$ cat config.mk
export PLATFORM = sky130hd
export DESIGN_NAME = sfilter_control_flat
export DESIGN_NICKNAME = d
export VERILOG_FILES = /design/src/rtl/sfilter_control_pkg.sv /design/src/rtl/sfilter_control_if.sv /design/src/rtl/sfilter_control_tap_seq.sv /design/src/rtl/sfilter_control.sv /design/src/flat_wrapper.sv
export SDC_FILE = /design/constraint.sdc
export NUM_CORES = 1
export LEC_CHECK = 0
export ABC_AREA = 1
export BUFFER_PORTS_ARGS = -buffer_cell sky130_fd_sc_hd__buf_2
export CORE_ASPECT_RATIO = 1.4
export CORE_MARGIN = 2
export CORE_UTILIZATION = 43
export DETAILED_ROUTE_END_ITERATION = 7
export PLACE_DENSITY = 0.74
export SYNTH_ARGS = -nofsm -noshare
export SYNTH_HDL_FRONTEND = slang
export SYNTH_SLANG_ARGS = --single-unit
$ cat constraint.sdc
create_clock -name clk -period 3 [get_ports clk]
set_input_delay 0 -clock clk [delete_from_list [all_inputs] [get_ports clk]]
set_output_delay 0 -clock clk [all_outputs]
set_load 0.03 [all_outputs]
$ cat src/rtl/sfilter_control_pkg.sv
// Shared defaults and FSM encodings for the LPC synthesis-filter sequencer.
// Frame geometry defaults match the inverse-filter control.
package sfilter_control_pkg;

  localparam int SF_FRAME_LEN = 160;
  localparam int SF_ORDER     = 10;
  localparam int SF_ADDR_W    = 8;

  typedef enum logic [2:0] {
    SF_IDLE,
    SF_ISSUE_RES,
    SF_ISSUE_TAP,
    SF_DRAIN,
    SF_WRITE
  } sf_state_t;

endpackage

$ cat src/rtl/sfilter_control_if.sv
// Handshake and RAM/MAC strobe bundle of the synthesis-filter sequencer.
// master: the sequencer (drives ready, addresses, strobes); slave: requester/datapath.
interface sfilter_control_if #(
  parameter int ADDR_W = 8,
  parameter int ORDER  = 10
);

  logic              start;
  logic              ready;
  logic [ADDR_W-1:0] res_raddr;
  logic [ADDR_W-1:0] y_raddr;
  logic [ORDER-1:0]  a_rsel;
  logic              acc_load;
  logic              mac_en;
  logic [ADDR_W-1:0] y_waddr;
  logic              y_wen;
  logic              next_sample;
  logic              done;

  modport master (
    input  start,
    output ready, res_raddr, y_raddr, a_rsel,
    output acc_load, mac_en, y_waddr, y_wen,
    output next_sample, done
  );

  modport slave (
    output start,
    input  ready, res_raddr, y_raddr, a_rsel,
    input  acc_load, mac_en, y_waddr, y_wen,
    input  next_sample, done
  );

endinterface

$ cat src/rtl/sfilter_control_tap_seq.sv
// Tap sequencer: counter k, limit m=min(n,ORDER), history address and
// one-cycle-delayed acc_load/mac_en/a_rsel strobes.
// Ports: clk, reset (sync, active-low), n, load (ISSUE_RES), step (ISSUE_TAP),
// m_zero, last_tap, y_raddr, a_rsel, acc_load, mac_en.
module sfilter_control_tap_seq #(
  parameter int ORDER  = 10,
  parameter int ADDR_W = 8
) (
  input  logic              clk,
  input  logic              reset,
  input  logic [ADDR_W-1:0] n,
  input  logic              load,
  input  logic              step,
  output logic              m_zero,
  output logic              last_tap,
  output logic [ADDR_W-1:0] y_raddr,
  output logic [ORDER-1:0]  a_rsel,
  output logic              acc_load,
  output logic              mac_en
);

  localparam int KW = $clog2(ORDER + 1);
  localparam logic [ORDER-1:0] SEL1 = ORDER'(1);

  logic [KW-1:0] k;
  logic [KW-1:0] m;

  assign m        = (n < ADDR_W'(ORDER)) ? KW'(n) : KW'(ORDER);
  assign m_zero   = (m == '0);
  assign last_tap = (k == m);

  // Strobes trail their address by one cycle to match RAM read latency.
  always_ff @(posedge clk) begin
    if (!reset) begin
      k        <= '0;
      y_raddr  <= '0;
      a_rsel   <= '0;
      acc_load <= 1'b0;
      mac_en   <= 1'b0;
    end else begin
      acc_load <= load;
      mac_en   <= step;
      a_rsel   <= step ? (SEL1 << (k - KW'(1))) : '0;
      if (load && !m_zero) begin
        k       <= KW'(1);
        y_raddr <= n - ADDR_W'(1);
      end else if (step && !last_tap) begin
        k       <= k + KW'(1);
        y_raddr <= n - ADDR_W'(k) - ADDR_W'(1);
      end
    end
  end

endmodule

$ cat src/rtl/sfilter_control.sv
// Sequencer for the LPC all-pole synthesis filter: y[n]=e[n]+sum a[k]y[n-k].
// Ports: clk, reset (sync, active-low), bus (sfilter_control_if.master).
module sfilter_control
  import sfilter_control_pkg::*;
#(
  parameter int FRAME_LEN = SF_FRAME_LEN,
  parameter int ORDER     = SF_ORDER,
  parameter int ADDR_W    = SF_ADDR_W
) (
  input logic                clk,
  input logic                reset,
  sfilter_control_if.master  bus
);

  sf_state_t         state;
  logic [ADDR_W-1:0] n;
  logic [ADDR_W-1:0] res_raddr;
  logic [ADDR_W-1:0] y_waddr;
  logic              ready;
  logic              y_wen;
  logic              next_sample;
  logic              done;

  logic              m_zero;
  logic              last_tap;
  logic              last_n;
  logic [ADDR_W-1:0] y_raddr;
  logic [ORDER-1:0]  a_rsel;
  logic              acc_load;
  logic              mac_en;

  assign last_n = (n == ADDR_W'(FRAME_LEN - 1));

  sfilter_control_tap_seq #(
    .ORDER  (ORDER),
    .ADDR_W (ADDR_W)
  ) u_tap (
    .clk      (clk),
    .reset    (reset),
    .n        (n),
    .load     (state == SF_ISSUE_RES),
    .step     (state == SF_ISSUE_TAP),
    .m_zero   (m_zero),
    .last_tap (last_tap),
    .y_raddr  (y_raddr),
    .a_rsel   (a_rsel),
    .acc_load (acc_load),
    .mac_en   (mac_en)
  );

  // Outputs are set on the edge entering the state they belong to.
  always_ff @(posedge clk) begin
    if (!reset) begin
      state       <= SF_IDLE;
      n           <= '0;
      res_raddr   <= '0;
      y_waddr     <= '0;
      ready       <= 1'b1;
      y_wen       <= 1'b0;
      next_sample <= 1'b0;
      done        <= 1'b0;
    end else begin
      y_wen       <= 1'b0;
      next_sample <= 1'b0;
      done        <= 1'b0;
      unique case (state)
        SF_IDLE: begin
          if (bus.start) begin
            state     <= SF_ISSUE_RES;
            n         <= '0;
            res_raddr <= '0;
            ready     <= 1'b0;
          end
        end
        SF_ISSUE_RES: begin
          state <= m_zero ? SF_DRAIN : SF_ISSUE_TAP;
        end
        SF_ISSUE_TAP: begin
          if (last_tap) state <= SF_DRAIN;
        end
        SF_DRAIN: begin
          state       <= SF_WRITE;
          y_wen       <= 1'b1;
          next_sample <= 1'b1;
          y_waddr     <= n;
          done        <= last_n;
        end
        SF_WRITE: begin
          if (last_n) begin
            state <= SF_IDLE;
            ready <= 1'b1;
          end else begin
            state     <= SF_ISSUE_RES;
            n         <= n + ADDR_W'(1);
            res_raddr <= n + ADDR_W'(1);
          end
        end
        default: state <= SF_IDLE;
      endcase
    end
  end

  assign bus.ready       = ready;
  assign bus.res_raddr   = res_raddr;
  assign bus.y_raddr     = y_raddr;
  assign bus.a_rsel      = a_rsel;
  assign bus.acc_load    = acc_load;
  assign bus.mac_en      = mac_en;
  assign bus.y_waddr     = y_waddr;
  assign bus.y_wen       = y_wen;
  assign bus.next_sample = next_sample;
  assign bus.done        = done;

endmodule

$ cat src/flat_wrapper.sv
// flat-port wrapper written by rule: the top's interface ports become plain ports
module sfilter_control_flat import sfilter_control_pkg::*;
#(
  parameter int FRAME_LEN = SF_FRAME_LEN,
  parameter int ORDER     = SF_ORDER,
  parameter int ADDR_W    = SF_ADDR_W
)
  (clk, reset, bus_start, bus_ready, bus_res_raddr, bus_y_raddr, bus_a_rsel, bus_acc_load, bus_mac_en, bus_y_waddr, bus_y_wen, bus_next_sample, bus_done);
  sfilter_control_if #(.ADDR_W(ADDR_W), .ORDER(ORDER)) bus_i ();
  input logic clk;
  input logic reset;
  input wire logic [$bits(bus_i.start)-1:0] bus_start;
  output wire logic [$bits(bus_i.ready)-1:0] bus_ready;
  output wire logic [$bits(bus_i.res_raddr)-1:0] bus_res_raddr;
  output wire logic [$bits(bus_i.y_raddr)-1:0] bus_y_raddr;
  output wire logic [$bits(bus_i.a_rsel)-1:0] bus_a_rsel;
  output wire logic [$bits(bus_i.acc_load)-1:0] bus_acc_load;
  output wire logic [$bits(bus_i.mac_en)-1:0] bus_mac_en;
  output wire logic [$bits(bus_i.y_waddr)-1:0] bus_y_waddr;
  output wire logic [$bits(bus_i.y_wen)-1:0] bus_y_wen;
  output wire logic [$bits(bus_i.next_sample)-1:0] bus_next_sample;
  output wire logic [$bits(bus_i.done)-1:0] bus_done;
  assign bus_i.start = bus_start;
  assign bus_ready = bus_i.ready;
  assign bus_res_raddr = bus_i.res_raddr;
  assign bus_y_raddr = bus_i.y_raddr;
  assign bus_a_rsel = bus_i.a_rsel;
  assign bus_acc_load = bus_i.acc_load;
  assign bus_mac_en = bus_i.mac_en;
  assign bus_y_waddr = bus_i.y_waddr;
  assign bus_y_wen = bus_i.y_wen;
  assign bus_next_sample = bus_i.next_sample;
  assign bus_done = bus_i.done;
  sfilter_control #(.FRAME_LEN(FRAME_LEN), .ORDER(ORDER), .ADDR_W(ADDR_W)) u_core (.clk(clk), .reset(reset), .bus(bus_i));
endmodule
Word level (Yosys, flattened, before mapping)
Cells that the tools add are included.

Eq/ne operators: 10. Reductions and logical operators: 14. Bitwise gates (word level): 1. $add $sub $neg: 6. Multiplexer cells: 17. Shifts and indexed selects: 1. Magnitude comparators: 1.

Operators by type and width (count): 8-bit two-way mux (4); 8-bit one-hot mux with 2 select lines (1); 8-bit by 1-bit subtractor with 8-bit output, second input constant (2); 3-bit one-hot mux with 5 select lines (1); 1-bit by 4-bit << shifter with 10-bit output, first input constant (1); 8-bit by 1-bit adder with 8-bit output, second input constant (1); 8-bit equality test, second input constant (1); 8-bit by 4-bit < comparator with 1-bit output, second input constant (1); 8-bit by 4-bit subtractor with 8-bit output (1); 1-bit two-way mux (7); 3-bit by 2-bit equality test with 1-bit output, second input constant (2); 3-bit two-way mux (2); 2-bit AND reduction (3); 3-bit AND reduction (2); 4-bit by 1-bit adder with 4-bit output, second input constant (1); 4-bit equality test (1); 4-bit logical NOT (1); 4-bit two-way mux (1); 2-bit by 1-bit != test with 1-bit output, second input constant (2); 2-bit != test, second input constant (2); 2-bit nonzero test (2); 4-bit by 1-bit subtractor with 4-bit output, second input constant (1); 3-bit by 1-bit equality test with 1-bit output, second input constant (1); 3-bit equality test, second input constant (1); other kinds (6) (8).

Output and inout port bits: 40. Bits of input ports: 3. Word-level logic and storage cells: 62. Flip-flop bits (word level): 46.

Longest topological paths before layout
Gate-level depths: netlist of the first run.

Depth in word-level cells: 7. Depth in mapped cells: 12. Depth with buffers taken out: 12.

Cells and area by module
A second synthesis of the first run with hierarchy kept.

Cell total of the unflattened synthesis: 345. Area total of the unflattened synthesis: 2601.2 µm².

Modules (own cells, without submodules): sfilter_control_tap_seq (cells each 215, area each 1575.3 µm², seq. area each 480.5 µm², times used 1); sfilter_control (cells each 130, area each 1026.0 µm², seq. area each 440.4 µm², times used 1).

Worst setup path before layout of the first run
Ideal clock, no wire load.

Path type: register to register. Start point: register u_core.n[1]. End point: register u_core.n[5]. Buffers on the path: 0. Stages on the path, launching flop included: 12. Clock period less this slack: 1862 ps. Arrival: 1738 ps. Data required time: 2877 ps. Library setup time: 123 ps. Slack: 1138 ps. Cell sequence: dfxtp_1 -> ha_1 -> nand2_1 -> inv_1 -> nand2_1 -> nor3_4 -> nand2_2 -> nand2_2 -> nor2_2 -> nand2_1 -> xor2_1 -> nor2_1.

Word-level cells in the longest chain between the ends: 3. Elaborated cells on any way between the ends: 6. Those cells by class: add/sub: 1; eq/ne: 2; mux: 2; reduce/logical: 1.

Ends and longest elaborated chain: start, declared (RTL line sfilter_control.sv:16) `logic [ADDR_W-1:0] n;`; start signal, assigned (RTL line sfilter_control.sv:94) `n <= n + ADDR_W'(1);`; 8-bit by 1-bit adder with 8-bit output or 8-bit equality test (tied branches) (RTL line sfilter_control.sv:94, sfilter_control.sv:32); 8-bit two-way mux or 2-bit != test (tied branches); 8-bit one-hot mux with 2 select lines or 3-bit AND reduction (tied branches).

Parallel ways exist; a longest one is shown, timed or not. The select of a mux whose other input is x is not followed. A chain may end at the register's enable or synchronous reset.

Final worst setup path of the first run
Start point: register u_core.u_tap.k[0]. End point: register u_core.u_tap.y_raddr[4].

Word-level cells in the longest chain between the ends: 4. Elaborated cells on any way between the ends: 8. Those cells by class: add/sub: 2; eq/ne: 1; mux: 2; reduce/logical: 3.

Ends and longest elaborated chain: start, declared (RTL line sfilter_control_tap_seq.sv:25) `logic [KW-1:0] k;`; start signal, assigned (RTL line sfilter_control_tap_seq.sv:48) `k <= k + KW'(1);`; 8-bit by 4-bit subtractor with 8-bit output or 4-bit equality test (tied branches) (RTL line sfilter_control_tap_seq.sv:49, sfilter_control_tap_seq.sv:30); 8-bit by 1-bit subtractor with 8-bit output or 1-bit logical NOT (tied branches) (RTL line sfilter_control_tap_seq.sv:49, sfilter_control_tap_seq.sv:47); 8-bit two-way mux or 1-bit logical AND (tied branches) (RTL line sfilter_control_tap_seq.sv:47) `end else if (step && !last_tap) begin`; 8-bit two-way mux or 2-bit nonzero test (tied branches); end signal, assigned (RTL line sfilter_control_tap_seq.sv:46) `y_raddr <= n - ADDR_W'(1);`; end signal, assigned (RTL line sfilter_control_tap_seq.sv:49) `y_raddr <= n - ADDR_W'(k) - ADDR_W'(1);`; end, declared (RTL line sfilter_control_tap_seq.sv:16) `output logic [ADDR_W-1:0] y_raddr,`.

Parallel ways exist; a longest one is shown, timed or not. The select of a mux whose other input is x is not followed.

==> results of run 1 <==
-- placed cells by master (no fill, tap or decap) --
cell type | Yosys | routed
nand2_1 | 68 | 68
dfxtp_1 | 46 | 46
buf_2 | 1 | 42
nor2_1 | 31 | 31
inv_1 | 21 | 21
nand3_1 | 21 | 21
a21oi_1 | 20 | 20
o21ai_0 | 15 | 15
xor2_1 | 15 | 15
inv_2 | 11 | 11
ha_1 | 10 | 10
nor3_1 | 9 | 9
a21oi_2 | 6 | 6
nand2_2 | 5 | 5
nand3_2 | 5 | 5
clkbuf_8 | 0 | 5
nand4_1 | 4 | 4
o21ai_1 | 4 | 4
nor2_2 | 3 | 3
nand2_4 | 2 | 2
clkinv_1 | 2 | 2
o211ai_1 | 2 | 2
nor2_4 | 2 | 2
nand3b_1 | 2 | 2
a22oi_1 | 2 | 2
clkbuf_1 | 3 | 2
bufinv_8 | 1 | 1
nor3_4 | 1 | 1
nand4_2 | 1 | 1
or2_2 | 1 | 1
xnor2_1 | 1 | 1
nor3b_1 | 1 | 1
and2_1 | 1 | 1
fa_1 | 1 | 1
bufinv_16 | 0 | 1
-- sequential cells by signal, summed over array words and instances (netlist names) --
signal	cells
u_core.state	3
u_core.bus.y_wen	1
u_core.u_tap.a_rsel	10
u_core.u_tap.y_raddr	8
u_core.u_tap.acc_load	1
u_core.u_tap.mac_en	1
u_core.u_tap.k	4
u_core.bus.done	1
u_core.n	8
u_core.bus.y_waddr	8
u_core.bus.ready	1
-- power groups by stage --
| stage | Clock [mW] | Combinational [mW] | Sequential [mW] |
|---|---|---|---|
| 2_1_floorplan | 0 | 0.149 | 0.722 |
| 3_3_place_gp | 0 | 0.248 | 0.677 |
| 3_5_place_dp | 0 | 0.251 | 0.677 |
| 4_1_cts | 0.463 | 0.252 | 0.664 |
| 5_1_grt | 0.486 | 0.283 | 0.670 |
| 6_report | 0.449 | 0.252 | 0.664 |
-- stage by stage --
step | hold slack (ns) | cells
4_1_cts | 0.03042 | 432
5_1_grt | 0.06423 | 432
3_3_place_gp | 0.3406 | 424
6_report | 0.02968 | 432
3_5_place_dp | 0.3457 | 424
2_1_floorplan | 0.1384 | 324
-- layer usage --
metal  share of wire, %  track usage [%]  vias up
met4                2.0            7.667        0
li1                   -                -     1128
met3                4.9            3.971       11
met2                 51            33.09       67
met5                  0                0        -
met1                 43            22.27      985
-- Yosys cell counts, drive strengths merged --
| cell | n |
|---|---|
| nand2 | 75 |
| dfxtp | 46 |
| nor2 | 36 |
| inv | 32 |
| a21oi | 26 |
| nand3 | 26 |
| o21ai | 19 |
| xor2 | 15 |
| ha | 10 |
| nor3 | 10 |
| buf | 7 |
| nand4 | 5 |
| clkbuf | 3 |
| a22oi | 2 |
| clkinv | 2 |
| nand3b | 2 |
| o211ai | 2 |
| and2 | 1 |
| bufinv | 1 |
| fa | 1 |
| nor3b | 1 |
| or2 | 1 |
| xnor2 | 1 |
-- logic make-up after synthesis --
logic type      after synthesis
flops                        46
xor+xnor                     16
fa+ha+maj                    11
buf+inv                      45
compound gates               49
simple gates                157
-- critical path, delay by kind of cell (launching register included) --
family | cells | cell delay (ns)
AO/OA/AOI/OAI | 2 | 0.18
XOR/XNOR | 1 | 0.17
adder cells (fa/ha/maj) | 2 | 0.69
buffers and inverters | 2 | 0.24
flip-flops | 1 | 0.40
AND/OR/NAND/NOR | 3 | 0.21
-- path summary, 6_finish.rpt --
path,startpoint,endpoint,slack (ns),depth (start not counted)
min reg2reg,u_core.bus.ready,u_core.bus.ready,0.46,2
max,u_core.u_tap.k[0],u_core.u_tap.y_raddr[4],0.99,10
max reg2reg,u_core.u_tap.k[0],u_core.u_tap.y_raddr[4],0.99,10
min,reset,u_core.bus.ready,0.03,2
-- layout make-up --
cell class / count / share of cell area, %
multi-input combinational: 233 / 47.33
sequential: 46 / 33.05
timing repair buffer: 42 / 7.544
inverter: 35 / 5.209
tap: 68 / 3.053
clock buffer: 7 / 2.739
clock inverter: 1 / 1.078
==> metrics, run 1 <==
outcome completed; # IOs 43; gp weighted congestion 0.8677; largest area contributor in the netlist dfxtp_1; Fin. Hold Viols 0; Final Max Slew Viols 0; global-route wire length before repair 9197 um; Worst Skew 0.007668 ns; total power 1.365 mW; xor and xnor area share after synthesis 5.720%; fillcell total 548; share of cells above drive strength 1 23.63%; Simple-Gate Fraction of Synth Area 30.85%; Skew-Pair Late Insertion Delay 0.30 ns; startpoint types flop; synthesized instance count 324; initial antenna violation count 0; Post-Syn Area 2450 sq um; Final min period 2.005 ns; initial DRC count 125; Total Routing Usage GR 19.08%; final instance area 2786 sq um; nets 377; min-delay worst type input port to flop; hold buffers post-CTS 0; pin count of the biggest net entering global routing 27; Mean Syn Cell Area 7.561 sq um; Crit Path Class flop to flop; 1st-pass router iterations 5; switch share 29.54%; largest family of logic cells by synthesized area simple AND/OR/NAND/NOR gates; Synth top area share 37.59%; area grow syn2layout 13.74%; Final WS setup 0.9948 ns; crit path DAT 2.18 ns; Die Footprint 6325 sq um; Final Setup Violations 0; Ant. Diodes 0; RSZ-0062 raised after global routing no; Multi-input gate area 1319 sq um; Num CTS Buffers 5; Detail Route Antenna Nets 0; setup tns final 0 ns; routed wire length 5382 um; flip-flop and latch area 920.9 sq um; DRC viols 0; post-CTS setup buffer count 0; Yosys cell types 36; post-synthesis mux area share 0%; Seq/Total Area, Yosys 37.59%; Vias per Instance 5.072; Initial Utilization 44.34%; compound-gate portion of the synthesized area 11.34%; most frequent CP cell nand2_1; crit-path cells inv_1 -> ha_1 -> fa_1 -> inv_1 -> o21ai_0 -> xor2_1 -> nand2_1 -> nand2_1 -> nand2_1 -> a21oi_2; Core Region 5525 sq um; Net Switching 0.4032 mW; post-synthesis adder-cell area fraction 5.924%; CTS tree built; crit-path max cell delay 0.44 ns; Max Cap Viol 0; hpwl dp 4086 um; drt wl/cell 12.46 um; post-CTS sizing 0; fin util 50.43%; Clock Pin Slew Worst Setup and Hold Paths 0.08 ns; CTS Buffer Depth 2; clk root buf clkbuf_8; Gate power share 18.5%; Peak VDD IR 0.2501 mV; Die H 93.31 um; Placement Cell Area 2680 sq um; clock sinks 46; clock share of power 32.9%; slowest library cell on the worst path fa_1; GRT Residual Overflow 0; site row count 32; top cells by area, synth dfxtp_1 38%, nand2_1 10%, xor2_1 5.4%; dpl ws 1.017 ns; DIE WIDTH 67.79 um; # H-tree levels 2; Sequential Power Share 48.6%; worst relative slew slack 48.41%; Req. time, crit path 3.17 ns; power density cells 489.9 nW/um^2; worst slew pin tran 0.7710 ns; crit end category flop; CP max FO 7; Pint 0.9619 mW; Leakage 1.360 nW; input/output buffers 42; Peak Freq 498.7 MHz; Period Utilization, post-route 66.84%; vias in the first global route 2028; Yosys warning count 0; FF+latch count, synth 46; Synthesized Nets 338; DR vias 2191
(Power assumes the default switching activity.)
==> run 2: changes to the inputs <==
- PLACE_DENSITY: 0.74 -> 0.76
- clock period: 3 -> 1.6 ns (I/O delays scaled with it)
==> metrics, run 2 (synthesized netlist as in run 1, its figures left out) <==
input/output buffers 42 (unchanged); Detail Route Antenna Nets 0 (unchanged); Pint 2.033 mW (was 0.9619 mW); Die Footprint 6325 sq um (unchanged); Vias per Instance 5.151 (was 5.072); crit path DAT 1.84 ns (was 2.18 ns); max FFs per register 10 (unchanged); Peak Freq 626.4 MHz (was 498.7 MHz); Skew-Pair Late Insertion Delay 0.30 ns (about the same); Core Region 5525 sq um (unchanged); min-delay worst type input port to flop (unchanged); outcome completed (unchanged); # H-tree levels 2 (unchanged); hpwl dp 4740 um (was 4086 um); initial DRC count 99 (was 125); DRC viols 0 (unchanged); area grow syn2layout 36.26% (was 13.74%); Sequential Power Share 43.0% (was 48.6%); Initial Utilization 44.34% (unchanged); global-route wire length before repair 10510 um (was 9197 um); crit end category flop (unchanged); power density cells 863.1 nW/um^2 (was 489.9 nW/um^2); Final WS setup 0.003603 ns (was 0.9948 ns); Final Max Slew Viols 0 (unchanged); Worst Skew 0.006443 ns (was 0.007668 ns); Num CTS Buffers 5 (unchanged); Peak VDD IR 0.5892 mV (was 0.2501 mV); CTS tree built (unchanged); CTS Buffer Depth 2 (unchanged); initial antenna violation count 0 (unchanged); Net Switching 0.8486 mW (was 0.4032 mW); Leakage 1.622 nW (was 1.360 nW); drt wl/cell 13.89 um (was 12.46 um); most frequent CP cell nand2_1 (unchanged); # IOs 43 (unchanged); crit-path cells ha_4 -> fa_2 -> inv_2 -> o21ai_1 -> xor2_1 -> nand2_1 -> nand2_1 -> nand2_1 -> a21oi_2 (was inv_1 -> ha_1 -> fa_1 -> inv_1 -> o21ai_0 -> xor2_1 -> nand2_1 -> nand2_1 -> nand2_1 -> a21oi_2); Fin. Hold Viols 0 (unchanged); fillcell total 490 (was 548); slowest library cell on the worst path dfxtp_4 (was fa_1); nets 421 (was 377); Multi-input gate area 1450 sq um (was 1319 sq um); Req. time, crit path 1.84 ns (was 3.17 ns); Crit Path Class flop to flop (unchanged); worst relative slew slack 76.88% (was 48.41%); share of cells above drive strength 1 42.40% (was 23.63%); crit-path max cell delay 0.38 ns (was 0.44 ns); RSZ-0062 raised after global routing yes (was no); worst slew pin tran 0.3463 ns (was 0.7710 ns); largest reg by FF count u_core.u_tap.a_rsel (unchanged); Period Utilization, post-route 99.77% (was 66.84%); GRT Residual Overflow 0 (unchanged); clk root buf clkbuf_8 (unchanged); commonest non-fill, non-tap cells in the layout 60 x nand2_1, 42 x buf_2, 37 x buf_4 (was 68 x nand2_1, 46 x dfxtp_1, 42 x buf_2); flip-flop and latch area 952.2 sq um (was 920.9 sq um); Final Setup Violations 0 (unchanged); Final min period 1.596 ns (was 2.005 ns); Clock Pin Slew Worst Setup and Hold Paths 0.09 ns (was 0.08 ns); gp weighted congestion 0.8805 (was 0.8677); Die H 93.31 um (unchanged); Gate power share 22.2% (was 18.5%); commonest non-fill, non-tap cell in the layout nand2_1 (unchanged); CP max FO 4 (was 7); 1st-pass router iterations 4 (was 5); clock sinks 46 (unchanged); vias in the first global route 2379 (was 2028); pin count of the biggest net entering global routing 18 (was 27); Total Routing Usage GR 21.95% (was 19.08%); dpl ws -0.02302 ns (was 1.017 ns); Ant. Diodes 0 (unchanged); DR vias 2452 (was 2191); hold buffers post-CTS 0 (unchanged); DIE WIDTH 67.79 um (unchanged); Max Cap Viol 0 (unchanged); routed wire length 6611 um (was 5382 um); clock share of power 34.9% (was 32.9%); switch share 29.45% (was 29.54%); site row count 32 (unchanged); fin util 60.42% (was 50.43%); startpoint types flop (unchanged)
==> run 2: routing by layer <==
layer	routed length [um]	up-vias	track usage, %
met3	282	20	4.813
li1	-	1217	-
met4	249	0	11.33
met2	3568	72	40.52
met1	2510	1143	22.07
met5	0	-	0
==> run 2: final cells by class <==
type | instances | area share [%]
clock inverters | 1 | 0.8996
flip-flops and latches | 46 | 28.52
repair buffers | 86 | 16.98
multi-input cells | 233 | 43.44
inverters | 35 | 4.385
well taps | 68 | 2.549
clock buffers | 7 | 3.223
==> run 2: critical path, delay by kind of cell (launching register included) <==
| kind | cells | cell delay [ns] |
|---|---|---|
| simple gates | 3 | 0.24 |
| fa+ha+maj | 2 | 0.52 |
| xor+xnor | 1 | 0.15 |
| buf+inv | 1 | 0.06 |
| flops | 1 | 0.38 |
| compound gates | 2 | 0.18 |
==> run 2: timing repair <==
action | in CTS | in global routing
pin swaps | 3 | 20
buffers inserted | 4 | 4
resized for setup | 12 | 40
setup endpoints to repair | 16 | 22
==> run 2: worst paths after layout <==
| kind | from | to | slack (ns) | cells after the start |
|---|---|---|---|---|
| max | u_core.n[0] | u_core.u_tap.y_raddr[4] | 0.004 | 9 |
| min | reset | u_core.bus.y_waddr[4] | 0.06 | 3 |
| max reg2reg | u_core.n[0] | u_core.u_tap.y_raddr[4] | 0.004 | 9 |
| min reg2reg | u_core.bus.ready | u_core.bus.ready | 0.46 | 2 |
==> run 2: power by group through the flow <==
stage	clock network (mW)	logic (mW)	registers, mW
after floorplan	0	0.280	1.35
after global placement	0	0.547	1.26
after detailed placement	0	0.552	1.26
after CTS	1.02	0.571	1.24
after global routing	1.05	0.698	1.25
final	1.01	0.638	1.24
==> run 2: stage by stage <==
step                      instances  instance area, sq um  hold WS [ns]  total power [mW]    TNS, ns
after floorplan                 324                  2489        0.1384             1.630  -0.002400
after global placement          461                  2993        0.3624             1.809          0
after detailed placement        461                  2993        0.3644             1.815    -0.1533
after CTS                       473                  3209       0.04342             2.830   -0.03912
after global routing            476                  3338       0.06481             2.999    -0.5612
final                           476                  3338       0.05571             2.881          0
